[src/rtl/mdu_pkg.sv]
// rtl/mdu_pkg.sv - shared types, op codes and constants for the multiply/divide unit
// Contents: FSM state enum, MDU op codes, divide boundary constants, 32x32->64 multiply helper.
package mdu_pkg;

    // Fixed divide latency: 1 setup + 32 iterations + 1 sign fix.
    localparam int DIV_CYCLES = 34;

    // Divide by zero: LO is all ones; HI returns the dividend unchanged.
    localparam logic [31:0] DIV0_LO = 32'hFFFF_FFFF;

    localparam logic [3:0] OP_MULT  = 4'd0;
    localparam logic [3:0] OP_MULTU = 4'd1;
    localparam logic [3:0] OP_DIV   = 4'd2;
    localparam logic [3:0] OP_DIVU  = 4'd3;
    localparam logic [3:0] OP_MFHI  = 4'd4;
    localparam logic [3:0] OP_MFLO  = 4'd5;
    localparam logic [3:0] OP_MTHI  = 4'd6;
    localparam logic [3:0] OP_MTLO  = 4'd7;
    localparam logic [3:0] OP_MUL   = 4'd8;
    localparam logic [3:0] OP_MADD  = 4'd9;
    localparam logic [3:0] OP_MADDU = 4'd10;
    localparam logic [3:0] OP_MSUB  = 4'd11;
    localparam logic [3:0] OP_MSUBU = 4'd12;

    typedef enum logic [1:0] {
        ST_IDLE      = 2'd0,
        ST_MUL_BUSY  = 2'd1,
        ST_DIV_BUSY  = 2'd2,
        ST_MULG_DONE = 2'd3
    } mdu_state_e;

    // Full 64-bit product; sign-extending both operands gives the signed result.
    function automatic logic [63:0] mul64(input logic [31:0] a, input logic [31:0] b,
                                          input logic sgn);
        logic [63:0] ea;
        logic [63:0] eb;
        ea = {{32{sgn & a[31]}}, a};
        eb = {{32{sgn & b[31]}}, b};
        return ea * eb;
    endfunction

endpackage

[src/rtl/mdu_if.sv]
// rtl/mdu_if.sv - FU<->MDU request/response handshake bundle
// master: FU side (drives start/started/op/operands); slave: MDU side (drives recv/result/busy).
interface mdu_if;
    logic        mdu_start;
    logic        mdu_started;
    logic [3:0]  mdu_op;
    logic [31:0] mdu_srcA;
    logic [31:0] mdu_srcB;
    logic        mdu_recv;
    logic [31:0] mdu_result;
    logic        mdu_busy;

    modport master (
        output mdu_start, mdu_started, mdu_op, mdu_srcA, mdu_srcB,
        input  mdu_recv, mdu_result, mdu_busy
    );

    modport slave (
        input  mdu_start, mdu_started, mdu_op, mdu_srcA, mdu_srcB,
        output mdu_recv, mdu_result, mdu_busy
    );
endinterface

[src/rtl/mdu_divider.sv]
// rtl/mdu_divider.sv - iterative radix-2 restoring divider with sign fix-up
// Ports: clk, reset (sync, active-high), start_i, signed_i, dividend_i, divisor_i
//        -> done_o (one-cycle pulse), quotient_o, remainder_o (valid while done_o).
module mdu_divider
    import mdu_pkg::*;
(
    input  logic        clk,
    input  logic        reset,
    input  logic        start_i,
    input  logic        signed_i,
    input  logic [31:0] dividend_i,
    input  logic [31:0] divisor_i,
    output logic        done_o,
    output logic [31:0] quotient_o,
    output logic [31:0] remainder_o
);

    // cnt_q: 33..2 iterate, 1 = sign fix, 0 = idle.
    logic [5:0]  cnt_q, cnt_d;
    logic [31:0] quo_q, quo_d;
    logic [31:0] rem_q, rem_d;
    logic [31:0] den_q, den_d;
    logic [31:0] raw_q, raw_d;
    logic        qneg_q, qneg_d;
    logic        rneg_q, rneg_d;
    logic        done_q, done_d;
    logic [32:0] trial;

    always_comb begin
        cnt_d  = cnt_q;
        quo_d  = quo_q;
        rem_d  = rem_q;
        den_d  = den_q;
        raw_d  = raw_q;
        qneg_d = qneg_q;
        rneg_d = rneg_q;
        done_d = 1'b0;
        // Bit 32 set means the shifted partial remainder is below the divisor.
        trial  = {rem_q, quo_q[31]} - {1'b0, den_q};
        if (start_i) begin
            quo_d  = (signed_i && dividend_i[31]) ? -dividend_i : dividend_i;
            den_d  = (signed_i && divisor_i[31]) ? -divisor_i : divisor_i;
            raw_d  = dividend_i;
            qneg_d = signed_i && (dividend_i[31] ^ divisor_i[31]);
            rneg_d = signed_i && dividend_i[31];
            rem_d  = '0;
            cnt_d  = 6'd33;
        end else if (cnt_q > 6'd1) begin
            if (!trial[32]) begin
                rem_d = trial[31:0];
                quo_d = {quo_q[30:0], 1'b1};
            end else begin
                rem_d = {rem_q[30:0], quo_q[31]};
                quo_d = {quo_q[30:0], 1'b0};
            end
            cnt_d = cnt_q - 6'd1;
        end else if (cnt_q == 6'd1) begin
            // 0x8000_0000 / -1 needs no special case: |q| = 0x8000_0000 and
            // both signs cancel, so the magnitude is already the answer.
            if (den_q == '0) begin
                quo_d = DIV0_LO;
                rem_d = raw_q;
            end else begin
                quo_d = qneg_q ? -quo_q : quo_q;
                rem_d = rneg_q ? -rem_q : rem_q;
            end
            done_d = 1'b1;
            cnt_d  = 6'd0;
        end
    end

    always_ff @(posedge clk) begin
        if (reset) begin
            cnt_q  <= '0;
            quo_q  <= '0;
            rem_q  <= '0;
            den_q  <= '0;
            raw_q  <= '0;
            qneg_q <= 1'b0;
            rneg_q <= 1'b0;
            done_q <= 1'b0;
        end else begin
            cnt_q  <= cnt_d;
            quo_q  <= quo_d;
            rem_q  <= rem_d;
            den_q  <= den_d;
            raw_q  <= raw_d;
            qneg_q <= qneg_d;
            rneg_q <= rneg_d;
            done_q <= done_d;
        end
    end

    assign done_o      = done_q;
    assign quotient_o  = quo_q;
    assign remainder_o = rem_q;

endmodule

[src/rtl/mdu_unit.sv]
// rtl/mdu_unit.sv - MDU responder: HI/LO registers, pipelined multiplier, iterative divider
// Ports: clk, reset (sync, active-high), bus (mdu_if.slave: start/started/op/srcA/srcB in,
//        recv/result/busy out). Parameter MUL_CYCLES (1..4). Optional macro: MDU_MADD_EN.
module mdu_unit
    import mdu_pkg::*;
#(
    parameter int MUL_CYCLES = 2
) (
    input logic  clk,
    input logic  reset,
    mdu_if.slave bus
);

    localparam logic [2:0] MUL_LAT  = 3'(MUL_CYCLES - 1);
    localparam logic [2:0] MADD_LAT = 3'(MUL_CYCLES);

    mdu_state_e  state_q, state_d;
    logic [31:0] hi_q, hi_d;
    logic [31:0] lo_q, lo_d;
    logic [63:0] prod_q, prod_d;
    logic [2:0]  cnt_q, cnt_d;
    logic        gpr_q, gpr_d;
    logic        acc_q, acc_d;
    logic        sub_q, sub_d;
    logic [31:0] mulg_q, mulg_d;

    logic        recv;
    logic [31:0] result;
    logic        op_signed;
    logic [63:0] product;
    logic [63:0] acc_sum;
    logic        div_start;
    logic        div_done;
    logic [31:0] div_quo;
    logic [31:0] div_rem;

    mdu_divider u_div (
        .clk         (clk),
        .reset       (reset),
        .start_i     (div_start),
        .signed_i    (bus.mdu_op == OP_DIV),
        .dividend_i  (bus.mdu_srcA),
        .divisor_i   (bus.mdu_srcB),
        .done_o      (div_done),
        .quotient_o  (div_quo),
        .remainder_o (div_rem)
    );

    always_comb begin
        state_d   = state_q;
        hi_d      = hi_q;
        lo_d      = lo_q;
        prod_d    = prod_q;
        cnt_d     = cnt_q;
        gpr_d     = gpr_q;
        acc_d     = acc_q;
        sub_d     = sub_q;
        mulg_d    = mulg_q;
        recv      = 1'b0;
        result    = '0;
        div_start = 1'b0;
        op_signed = (bus.mdu_op == OP_MULT) || (bus.mdu_op == OP_MUL) ||
                    (bus.mdu_op == OP_MADD) || (bus.mdu_op == OP_MSUB);
        product   = mul64(bus.mdu_srcA, bus.mdu_srcB, op_signed);
        acc_sum   = sub_q ? ({hi_q, lo_q} - prod_q) : ({hi_q, lo_q} + prod_q);

        unique case (state_q)
            // Only state with a combinational start->recv path. Unknown and
            // disabled ops are acknowledged so the FU never deadlocks.
            ST_IDLE: begin
                if (bus.mdu_start) begin
                    recv = 1'b1;
                    case (bus.mdu_op)
                        OP_MFHI: result = hi_q;
                        OP_MFLO: result = lo_q;
                        OP_MTHI: hi_d = bus.mdu_srcA;
                        OP_MTLO: lo_d = bus.mdu_srcA;
                        OP_MULT, OP_MULTU, OP_MUL: begin
                            prod_d = product;
                            gpr_d  = (bus.mdu_op == OP_MUL);
                            acc_d  = 1'b0;
                            sub_d  = 1'b0;
                            // Single-cycle multiply finishes on the accept edge.
                            if (MUL_CYCLES == 1) begin
                                if (bus.mdu_op == OP_MUL) begin
                                    mulg_d  = product[31:0];
                                    state_d = ST_MULG_DONE;
                                end else begin
                                    {hi_d, lo_d} = product;
                                end
                            end else begin
                                cnt_d   = MUL_LAT;
                                state_d = ST_MUL_BUSY;
                            end
                        end
`ifdef MDU_MADD_EN
                        OP_MADD, OP_MADDU, OP_MSUB, OP_MSUBU: begin
                            prod_d  = product;
                            gpr_d   = 1'b0;
                            acc_d   = 1'b1;
                            sub_d   = (bus.mdu_op == OP_MSUB) || (bus.mdu_op == OP_MSUBU);
                            cnt_d   = MADD_LAT;
                            state_d = ST_MUL_BUSY;
                        end
`endif
                        OP_DIV, OP_DIVU: begin
                            div_start = 1'b1;
                            state_d   = ST_DIV_BUSY;
                        end
                        default: ;
                    endcase
                end
            end
            ST_MUL_BUSY: begin
                if (cnt_q <= 3'd1) begin
                    if (gpr_q) begin
                        mulg_d  = prod_q[31:0];
                        state_d = ST_MULG_DONE;
                    end else begin
                        {hi_d, lo_d} = acc_q ? acc_sum : prod_q;
                        state_d      = ST_IDLE;
                    end
                end else begin
                    cnt_d = cnt_q - 3'd1;
                end
            end
            ST_DIV_BUSY: begin
                if (div_done) begin
                    lo_d    = div_quo;
                    hi_d    = div_rem;
                    state_d = ST_IDLE;
                end
            end
            ST_MULG_DONE: begin
                // FU no longer waiting (flushed) -> drop the result silently.
                if (bus.mdu_started) begin
                    recv   = 1'b1;
                    result = mulg_q;
                end
                state_d = ST_IDLE;
            end
            default: state_d = ST_IDLE;
        endcase
    end

    always_ff @(posedge clk) begin
        if (reset) begin
            state_q <= ST_IDLE;
            hi_q    <= '0;
            lo_q    <= '0;
            prod_q  <= '0;
            cnt_q   <= '0;
            gpr_q   <= 1'b0;
            acc_q   <= 1'b0;
            sub_q   <= 1'b0;
            mulg_q  <= '0;
        end else begin
            state_q <= state_d;
            hi_q    <= hi_d;
            lo_q    <= lo_d;
            prod_q  <= prod_d;
            cnt_q   <= cnt_d;
            gpr_q   <= gpr_d;
            acc_q   <= acc_d;
            sub_q   <= sub_d;
            mulg_q  <= mulg_d;
        end
    end

    assign bus.mdu_recv   = recv;
    assign bus.mdu_result = result;
    assign bus.mdu_busy   = (state_q != ST_IDLE);

endmodule

[src/flat_wrapper.sv]
// flat-port wrapper written by rule: the top's interface ports become plain ports
module mdu_unit_flat import mdu_pkg::*;
#(
    parameter int MUL_CYCLES = 2
)
  (clk, reset, bus_mdu_start, bus_mdu_started, bus_mdu_op, bus_mdu_srcA, bus_mdu_srcB, bus_mdu_recv, bus_mdu_result, bus_mdu_busy);
  mdu_if bus_i ();
  input logic clk;
  input logic reset;
  input wire logic [$bits(bus_i.mdu_start)-1:0] bus_mdu_start;
  input wire logic [$bits(bus_i.mdu_started)-1:0] bus_mdu_started;
  input wire logic [$bits(bus_i.mdu_op)-1:0] bus_mdu_op;
  input wire logic [$bits(bus_i.mdu_srcA)-1:0] bus_mdu_srcA;
  input wire logic [$bits(bus_i.mdu_srcB)-1:0] bus_mdu_srcB;
  output wire logic [$bits(bus_i.mdu_recv)-1:0] bus_mdu_recv;
  output wire logic [$bits(bus_i.mdu_result)-1:0] bus_mdu_result;
  output wire logic [$bits(bus_i.mdu_busy)-1:0] bus_mdu_busy;
  assign bus_i.mdu_start = bus_mdu_start;
  assign bus_i.mdu_started = bus_mdu_started;
  assign bus_i.mdu_op = bus_mdu_op;
  assign bus_i.mdu_srcA = bus_mdu_srcA;
  assign bus_i.mdu_srcB = bus_mdu_srcB;
  assign bus_mdu_recv = bus_i.mdu_recv;
  assign bus_mdu_result = bus_i.mdu_result;
  assign bus_mdu_busy = bus_i.mdu_busy;
  mdu_unit #(.MUL_CYCLES(MUL_CYCLES)) u_core (.clk(clk), .reset(reset), .bus(bus_i));
endmodule
[config.mk]
export PLATFORM = sky130hd
export DESIGN_NAME = mdu_unit_flat
export DESIGN_NICKNAME = d
export VERILOG_FILES = /design/src/rtl/mdu_pkg.sv /design/src/rtl/mdu_if.sv /design/src/rtl/mdu_divider.sv /design/src/rtl/mdu_unit.sv /design/src/flat_wrapper.sv
export SDC_FILE = /design/constraint.sdc
export NUM_CORES = 2
export LEC_CHECK = 0
export ABC_AREA = 1
export ABC_CLOCK_PERIOD_IN_PS = 20800
export CAP_MARGIN = 0
export CORE_AREA = 3 3 393 240
export CTS_CLUSTER_SIZE = 40
export DETAILED_ROUTE_END_ITERATION = 12
export DIE_AREA = 0 0 396 243
export PLACE_DENSITY = 0.83
export SYNTH_ARGS = -nofsm -noshare
export SYNTH_HDL_FRONTEND = slang
export SYNTH_SLANG_ARGS = --single-unit
[constraint.sdc]
create_clock -name clk -period 20.8 [get_ports clk]
set_input_delay 4.16 -clock clk [delete_from_list [all_inputs] [get_ports clk]]
set_output_delay 4.16 -clock clk [all_outputs]
set_load 0.1 [all_outputs]
==> impl_metrics.toml <==
[cells_and_area]
area_growth_pct = 4.09
fillers = 7772
final_nets = 9558
final_util_pct = 68.3
final_cell_mix = "nand2_1 (2086), inv_1 (2047), fa_1 (1126)"
drive_gt1_share_pct = 2.93
final_common_cell = "nand2_1"

[routing]
wirelength_um = 221000
dr.pass1.iters = 11
drc = 0
antenna_left = 0
drt_iter0_drc = 7833
wl_per_cell_um = 23.6
via_per_inst = 5.96
vias = 55800

[timing]
finalSetupViolations = 0
setup_ws_ps = 7790
finalHoldViolCount = 0
tightest_slew_ps = 1380
hold_slack_ps = 480
fmax_mhz = 76.8
rsz0062_at_grt = "false"
finClkSkew_ps = 40.7
post-route-period-util_pct = 62.6
slew_headroom_pct = 7.99
final_max_slew_viol_count = 0
final.setup.tns_ps = 0
period_needed_ps = 13010

[synthesis]
syn-num-nets = 9764
ys_seq_elements = 303
synth-edff-count = 0
yosys-top-cells-area = "fa_1 (38%), nand2_1 (13%), inv_1 (13%)"
syn_area_mm2 = 0.0598
ys_warn_count = 0
synth_cells = 8308
synth_top_area_share_pct = 37.7
synth_area_per_cell_um2 = 7.20
synth-seq-area-share_pct = 10.1
post-synth-top-area-cell = "fa_1"
ys.flop_type = "dfxtp_1"
ys_types = 55
async_reset_ff_share_pct = 0

[critical_path]
startpoint_type = "input port"
crit_path_max_fanout = 35
critPathTopFamily = "buffers and inverters"
cpPeakStageDelay_ps = 1170
reg2reg_to = "u_core.u_div.quotient_o[8]"
crit_cells = 9
r2r_start = "u_core.u_div.cnt_q[0]"
required_ps = 16640
setup.worst_path.start = "bus_mdu_op[2]"
crit_buf_inv = 4
cp_slowest_cell = "clkdlybuf4s50_1"
cp_common_cell = "clkdlybuf4s50_1"
critPathKind = "in2out"
end_kind = "output pin"
crit_end = "bus_mdu_result[4]"
crit_arrival_ps = 8850
reg2reg_depth = 13
path_cells = "clkdlybuf4s50_1 -> inv_2 -> nor2_2 -> buf_4 -> nand3_1 -> o21ai_0 -> nand2_1 -> a21oi_1 -> clkdlybuf4s50_1"
rrSetupSlack_ps = 16470

[global_routing]
grt-ovfl-total = 0
grt.busiest_layer = "met1"
grt_use_met1_pct = 67.5
grt_first_pass_wirelength_um = 335000
grt_max_degree = 123
grt.total_usage_pct = 46.1
grt_use_met2_pct = 59.1
antenna_found_initial = 4
globalRouteMet3Util_pct = 21.6
grt_pass1_vias = 54400

[floorplan]
coreArea_mm2 = 0.0911
die_area_mm2 = 0.0962
ios = 106
die-width_um = 396
start_util_pct = 65.6
rows = 86
die_h_um = 243

[clock_network]
cts.repair.resized = 0
cts_setup_buffers = 0
clock_latency_ps = 660
cts_buffers = 30
htree_levels = 1
cts.sinks = 303
cts_tree = "built"
holdBufCountCts = 0
cts_buffer_depth = 3
clkTransAtPathRegs_ps = 70
ctsRootBufferMaster = "clkbuf_16"

[placed_design]
place_ws_ps = 7630
gp_congestion = 1.06
portBuffers = 105
dp_hpwl_um = 168000

[hold_path]
hold_path.class = "reg2reg"

[outcome]
outcome = "finished clean"

[job]
maxCapViolCount = 0
==> synth_stat cells (all sizes together), types with 5 or more instances <==
master and n:
nor3 50, ha 258, or2 5, nand3b 15, o21ai 382, inv 2069
a21oi 378, clkbuf 298, buf 127, nor2 465, xnor2 28, xor2 64
nand4 52, a31oi 74, o21bai 16, nand2 2095, dfxtp 303, fa 1126
nor4 11, nand3 360, o22ai 97, a21o 6
==> per-stage QoR <==
stage / instances / instance area (um^2)
after global routing: 9358 / 62300
after global placement: 9302 / 61200
after floorplan: 8308 / 59800
after CTS: 9356 / 62200
final: 9362 / 62300
after detailed placement: 9302 / 61200
==> area by class of cell <==
| type | instances | area [um^2] | share of cell area, % |
|---|---|---|---|
| clock inverters | 20 | 303 | 0.486 |
| multi-input cells | 5510 | 44300 | 71.1 |
| clock buffers | 34 | 786 | 1.26 |
| flip-flops and latches | 303 | 6070 | 9.74 |
| diodes | 6 | 15.0 | 0.0241 |
| repair buffers | 187 | 1500 | 2.40 |
| inverters | 2070 | 7770 | 12.5 |
| well taps | 1232 | 1540 | 2.48 |
==> registers in the layout, indices dropped and copies added (netlist names) <==
name and flops:
u_core.prod_q 64, u_core.u_div.remainder_o 32, u_core.mulg_q 32, u_core.u_div.quotient_o 32, u_core.u_div.den_q 32, u_core.lo_q 32, u_core.u_div.cnt_q 6, u_core.gpr_q 1
u_core.hi_q 32, u_core.u_div.done_o 1, u_core.u_div.rneg_q 1, u_core.u_div.raw_q 32, u_core.state_q 2, u_core.u_div.qneg_q 1, u_core.cnt_q 3
==> worst min path at each step <==
| stage | startpoint | to | cells past startpoint |
|---|---|---|---|
| 6_report | u_core.u_div.raw_q[31] | u_core.u_div.raw_q[31] | 2 |
| 5_1_grt | u_core.u_div.raw_q[20] | u_core.u_div.raw_q[20] | 2 |
| 4_1_cts | u_core.u_div.raw_q[31] | u_core.u_div.raw_q[31] | 2 |
| 3_5_place_dp | u_core.u_div.raw_q[10] | u_core.u_div.raw_q[10] | 2 |
| 3_3_place_gp | u_core.u_div.den_q[2] | u_core.u_div.den_q[2] | 2 |
| 2_1_floorplan | u_core.u_div.den_q[2] | u_core.u_div.den_q[2] | 2 |
==> cells by family after synthesis <==
| kind of cell | synth area share, % |
|---|---|
| AND/OR/NAND/NOR | 20.7 |
| buffers and inverters | 15.9 |
| adder cells (fa/ha/maj) | 43.1 |
| AO/OA/AOI/OAI | 8.77 |
| flip-flops | 10.1 |
| XOR/XNOR | 1.35 |
==> routing by layer <==
| layer | routed length, um | vias up | share of wire, % |
|---|---|---|---|
| li1 | - | 24100 | - |
| met1 | 86700 | 26500 | 39 |
| met2 | 81500 | 4631 | 37 |
| met3 | 42200 | 562 | 19 |
| met4 | 10200 | 4 | 4.6 |
| met5 | 90 | - | 0.041 |
==> worst reg2reg max path, delay by kind of cell, from the launching register on <==
family,cells,cell delay (ps)
AND/OR/NAND/NOR,6,2170
buffers and inverters,5,1170
flip-flops,1,340
AO/OA/AOI/OAI,1,300
adder cells (fa/ha/maj),1,240
Power is not shown: default switching activity piles up to over one toggle a cycle in this logic, so the estimate is an artifact.
